===== src/rtl/ir_instr_queue.sv =====
// Issue-stage instruction FIFO: NUM_SCALAR_INSTR-wide in-order enqueue/pop, one-cycle enqueue-to-visible latency.
// Optional macro INSTRUCTION_QUEUE_BYPASS_EN forwards live inputs into free output lanes (zero-cycle path).
package drac_pkg;
    localparam int NUM_SCALAR_INSTR              = 2;
    localparam int INSTRUCTION_QUEUE_NUM_ENTRIES = 16;

    typedef struct packed {
        logic        valid;
        logic [31:0] pc;
        logic [31:0] bits;
    } instr_t;

    typedef struct packed {
        instr_t     instr;
        logic [5:0] prd;
    } id_ir_stage_t;
endpackage

module ir_instr_queue
    import drac_pkg::*;
(
    input  logic                        clk_i,
    input  logic                        rst_i,
    input  id_ir_stage_t                instruction_S_i [NUM_SCALAR_INSTR],
    input  logic                        flush_i,
    input  logic [NUM_SCALAR_INSTR-1:0] read_head_S_i,
    output id_ir_stage_t                instruction_S_o [NUM_SCALAR_INSTR],
    output logic                        full_o,
    output logic                        empty_o
);
    localparam int NL = NUM_SCALAR_INSTR;
    localparam int N  = INSTRUCTION_QUEUE_NUM_ENTRIES;
    localparam int PW = $clog2(N);
    localparam int CW = PW + 1;

    id_ir_stage_t  mem [N];
    logic [PW-1:0] head;
    logic [PW-1:0] tail;
    logic [CW-1:0] num;

    id_ir_stage_t  live_dat [NL];
    logic [NL-1:0] wr_en;
    logic [PW-1:0] wr_idx [NL];
    int            numi;
    int            live_cnt;
    int            byp_cnt;
    int            avail;
    int            pop_cnt;
    int            spop_cnt;
    int            consumed;
    int            wr_cnt;
    logic          pop_go;

    always_comb begin
        numi     = int'(num);
        live_cnt = 0;
        for (int j = 0; j < NL; j++) live_dat[j] = '0;
        // Compact live lanes so the stored sequence has no holes.
        for (int k = 0; k < NL; k++) begin
            if (instruction_S_i[k].instr.valid) begin
                for (int j = 0; j < NL; j++)
                    if (j == live_cnt) live_dat[j] = instruction_S_i[k];
                live_cnt = live_cnt + 1;
            end
        end

        full_o  = (N - numi) < NL;
        empty_o = (numi == 0);

`ifdef INSTRUCTION_QUEUE_BYPASS_EN
        byp_cnt = full_o ? 0 : live_cnt;
`else
        byp_cnt = 0;
`endif
        avail = numi + byp_cnt;

        for (int k = 0; k < NL; k++) begin
            instruction_S_o[k] = '0;
            if (k < numi) begin
                instruction_S_o[k] = mem[PW'(int'(head) + k)];
            end else if (k < avail) begin
                for (int j = 0; j < NL; j++)
                    if (j == k - numi) instruction_S_o[k] = live_dat[j];
            end
        end

        // A lane pops only if every older lane also pops.
        pop_cnt = 0;
        pop_go  = 1'b1;
        for (int k = 0; k < NL; k++) begin
            pop_go = pop_go && read_head_S_i[k] && (k < avail);
            if (pop_go) pop_cnt = pop_cnt + 1;
        end
        spop_cnt = (pop_cnt < numi) ? pop_cnt : numi;
        consumed = pop_cnt - spop_cnt;
        wr_cnt   = full_o ? 0 : live_cnt - consumed;

        for (int j = 0; j < NL; j++) begin
            wr_en[j]  = !full_o && (j >= consumed) && (j < live_cnt);
            wr_idx[j] = PW'(int'(tail) + j - consumed);
        end
    end

    always_ff @(posedge clk_i) begin
        if (rst_i || flush_i) begin
            head <= '0;
            tail <= '0;
            num  <= '0;
        end else begin
            for (int j = 0; j < NL; j++)
                if (wr_en[j]) mem[wr_idx[j]] <= live_dat[j];
            head <= head + PW'(spop_cnt);
            tail <= tail + PW'(wr_cnt);
            num  <= CW'(numi + wr_cnt + consumed - pop_cnt);
        end
    end
endmodule


===== config.mk =====
export PLATFORM = sky130hd
export DESIGN_NAME = ir_instr_queue
export DESIGN_NICKNAME = d
export VERILOG_FILES = /design/src/rtl/ir_instr_queue.sv
export SDC_FILE = /design/constraint.sdc
export NUM_CORES = 2
export LEC_CHECK = 0
export CORE_UTILIZATION = 65
export CTS_CLUSTER_SIZE = 25
export DETAILED_ROUTE_END_ITERATION = 10
export PLACE_DENSITY = 0.95
export SLEW_MARGIN = 25
export SYNTH_ARGS = -nofsm -noshare
export SYNTH_HDL_FRONTEND = slang
export SYNTH_SLANG_ARGS = --single-unit

===== constraint.sdc =====
create_clock -name clk_i -period 27 [get_ports clk_i]
set_clock_uncertainty 0.1 [all_clocks]
set_input_delay 2.7 -clock clk_i [delete_from_list [all_inputs] [get_ports clk_i]]
set_output_delay 2.7 -clock clk_i [all_outputs]
set_load 0.01 [all_outputs]

==> implementation parameters <==
Parameter                              Value

CTS
  Postcts setup bufs ... 0
  Clock tree buffer depth ... 3
  # hold bufs at CTS ... 0
  Clock root buffer ... clkbuf_16
  Clock latency at the later pin of the worst-skew pair ... ~0.74 ns
  Clock-pin slew on the worst setup and hold paths ... approximately 0.060 ns
  Resized cells post-CTS ... 0
  Number of buffers created by CTS ... 116
  CTS Sinks ... 1,149
  CTS tree ... yes
  Number of H-tree levels ... 3

Die
  Height of the die ... 323 um
  Area enclosed by the die boundary ... 105,000 um^2
  Rows ... between 100 and 150
  I/O pin count ... 291
  Core outline area ... 102,000 um^2
  Effective utilization at floorplan ... 65.7%
  Horizontal extent of the die ... 323 um

Job
  Count of max-cap constraint violations ... 0

Global routing
  Largest net degree at the start of global routing ... 151
  Global-route wire length before repair ... 315,000 um
  All-Layer GR Usage ... 41.5%
  Overflow after GRT ... 0
  Number of antenna violations at the first check in global routing ... 5
  Number of global-route vias before repair ... 48,729

Yosys
  Synth area leader ... edfxtp_1
  Number of warning messages in the yosys log ... 0
  Flip-flop cell with the highest count after synthesis ... edfxtp_1
  Register area share after synthesis ... 51.2%
  Dominant cells by area after synthesis ... edfxtp_1 (51%), mux4_2 (20%), mux2i_1 (18%), a22oi_1 (2.4%), clkbuf_1 (1.6%)
  Number of nets in the synthesized netlist ... approximately 4,400
  FF+latch count, synth ... 1,149
  Post-synth top area share ... around half
  Gate count of the mapped netlist ... 4,229
  Cell Area, Synth ... 67,200 um^2
  Netlist cell types ... 54
  Fraction of synthesis flops using an asynchronous set or reset pin ... 0%
  Post-synth EDFFs ... around 1,100
  Avg Inst Size Synth ... 15.9 um^2

Pwr
  Fraction of power spent switching nets ... 34.3%
  Part of the total power dissipated in sequential elements ... 35.8%
  Leakage ... 24.5 nW
  Cell-internal power ... between 3 and 4 mW
  Switching component of the power ... 2.08 mW
  Portion of total power attributed to combinational logic ... a little under two fifths
  Clock Power Share ... 26.5%
  Post-layout total power ... 6.07 mW
  Worst IR Drop VDD ... 0.0000774 V
  Areal power density over the cells ... 81.3 nW/um^2

Layout
  Post-synthesis to final-layout area growth ... 11.1%
  Final Instance Area ... 74,600 um^2
  Fraction of final layout cells sized beyond drive strength 1 ... 21.6%
  Most common cell after layout, fill and taps aside ... mux2i_1
  Final non-filler cell total ... 5,751
  Number of fill cells in the layout ... 5,781
  Net count of the finished layout ... 4,479
  Highest-count cells in the layout ignoring fill and taps ... mux2i_1 (1,179), edfxtp_1 (1,136), mux4_2 (582)
  Share of the core filled with cells ... 73.1%

Min path
  Classification of the worst-slack hold path ... flip-flop to flip-flop
  Hold Path Stages ... 2

Worst setup path
  Depth of the worst register-to-register path ... 24
  Data required time at the worst endpoint ... 27.24 ns
  Worst path arrival time ... 10.14 ns
  Highest fanout seen on the critical path ... 42
  Setup crit end kind ... flip-flop
  Kind of start point of the critical path ... primary input
  Critical setup path kind ... primary input to flip-flop

STA
  Number of pins exceeding their max-slew limit in the final report ... 0
  Worst Slack Setup Final ... 17.10 ns
  Max-Slew Margin vs Limit ... approximately 12%
  Maximum operating frequency ... just over 100 MHz
  Endpoints failing hold ... 0
  Clock period minus worst slack ... 9.90 ns
  Period utilization ... 36.7%
  Slew at the pin with the worst max-slew slack ... 1.31 ns
  Unrepaired setup endpoints after global routing ... false
  Final hold slack ... roughly 0.54 ns
  Final count of negative-setup-slack endpoints ... 0
  Setup TNS Final ... 0 ns

Routing
  Drt drc ... 0
  Antenna violation net count after detailed routing ... 0
  Average wire per cell in the routed design ... 37.7 um
  Count of routing violations after the opening detailed-route iteration ... 8,827
  Total iterations of the first detailed-routing run ... 6
  Detailed-route via count ... 46,747
  Average vias per placed instance ... 8.13
  Total routed wirelength ... 217,000 um

Run status
  Outcome ... finished clean

Placed design
  Worst slack, placed ... 16.63 ns
  Cell Count Post-Placement ... 5,531
  Post-place instance area ... 70,800 um^2
  Detailed Place HPWL ... 116,000 um
  Number of port buffers ... 290
  Last weighted congestion value of the routability-driven placer ... 0.893
-- worst max-delay path: stages --
cell and delay [ns]:
clkdlybuf4s50_1 0.48, nand2_1 0.06, nor2_1 0.13, ha_1 0.21
inv_1 0.10, ha_1 0.31, nor2_1 0.11, nor2_1 0.05
a21oi_1 0.36, ha_1 0.27, fa_1 0.46, inv_1 0.21
ha_1 0.28, inv_1 0.06, ha_1 0.13, inv_1 0.06
fa_1 0.42, xor2_1 0.18, a21oi_1 0.10, a221oi_1 0.85
nand3_4 0.96, o21ai_4 0.25, buf_4 0.52, buf_4 0.70
-- flip-flops by register name, summed over array words and instances (netlist names) --
name,count
mem,1136
num,5
tail,4
head,4
-- per-layer routing --
layer | GRT usage [%] | vias to the layer above | part of all wire [%]
li1 | - | 17467 | -
met1 | 50.3 | 22695 | 29
met2 | 63.7 | 5174 | 46
met3 | 12.1 | 1407 | 16
met4 | 30.7 | 4 | 8.6
met5 | 0.185 | - | 0.015
-- cells in the mapped netlist (3+ instances only) --
| master | n |
|---|---|
| xnor2_1 | 12 |
| clkbuf_1 | 290 |
| buf_6 | 29 |
| ha_1 | 32 |
| o21a_1 | 3 |
| and4_1 | 6 |
| buf_2 | 136 |
| inv_1 | 32 |
| o31ai_1 | 4 |
| buf_4 | 39 |
| mux2i_1 | 1181 |
| and3_1 | 8 |
| dfxtp_1 | 13 |
| nand4_1 | 14 |
| a21o_1 | 6 |
| fa_1 | 12 |
| and2_1 | 8 |
| nor3_1 | 3 |
| or3_1 | 3 |
| buf_1 | 17 |
| edfxtp_1 | 1136 |
| nand3_1 | 12 |
| a22oi_1 | 212 |
| xor2_1 | 4 |
| nor4_1 | 4 |
| nor2_1 | 21 |
| a211oi_1 | 115 |
| nand2_1 | 85 |
| a21oi_1 | 90 |
| nor2b_1 | 77 |
| mux4_2 | 582 |
| o21ai_0 | 17 |
-- cell families after synthesis --
logic type | Yosys count | synth area share, %
and+or+nand+nor | 251 | 1.96
adders and majority gates | 44 | 0.954
xor gates and xnor gates | 16 | 0.209
muxes | 1763 | 37.1
DFF | 1149 | 51.2
AOI/OAI and AO/OA | 459 | 4.74
other | 2 | 0.0112
buffers and inverters | 545 | 3.84
-- power groups by stage --
stage                     Clock [mW]  Combinational [mW]  Sequential, mW
after global placement             0                2.12            2.19
after detailed placement           0                2.18            2.20
final                           1.61                2.29            2.17
after floorplan                    0                1.47            2.18
after CTS                       1.59                2.22            2.17
after global routing            1.66                2.39            2.18
-- final timing paths --
kind | startpoint | slack [ns] | endpoint
setup / recovery | read_head_S_i[0] | 17.10 | mem[5][38]$_DFFE_PP_
setup reg to reg | num[1]$_SDFF_PN0_ | 18.12 | mem[5][38]$_DFFE_PP_
hold / removal | tail[0]$_SDFF_PN0_ | 0.54 | tail[0]$_SDFF_PN0_
hold reg to reg | tail[0]$_SDFF_PN0_ | 0.54 | tail[0]$_SDFF_PN0_
-- layout make-up --
type | count | area, um^2 | share of cell area [%]
diodes | 2 | 5.00 | 0.00670
clock buffers | 140 | 2990 | 4.01
clock inverters | 71 | 662 | 0.887
inverters | 33 | 124 | 0.166
multi-input cells | 2535 | 30600 | 40.9
flip-flops and latches | 1149 | 34400 | 46.1
well taps | 1368 | 1710 | 2.29
repair buffers | 453 | 4200 | 5.62
Power figures use the tool's default switching activity.
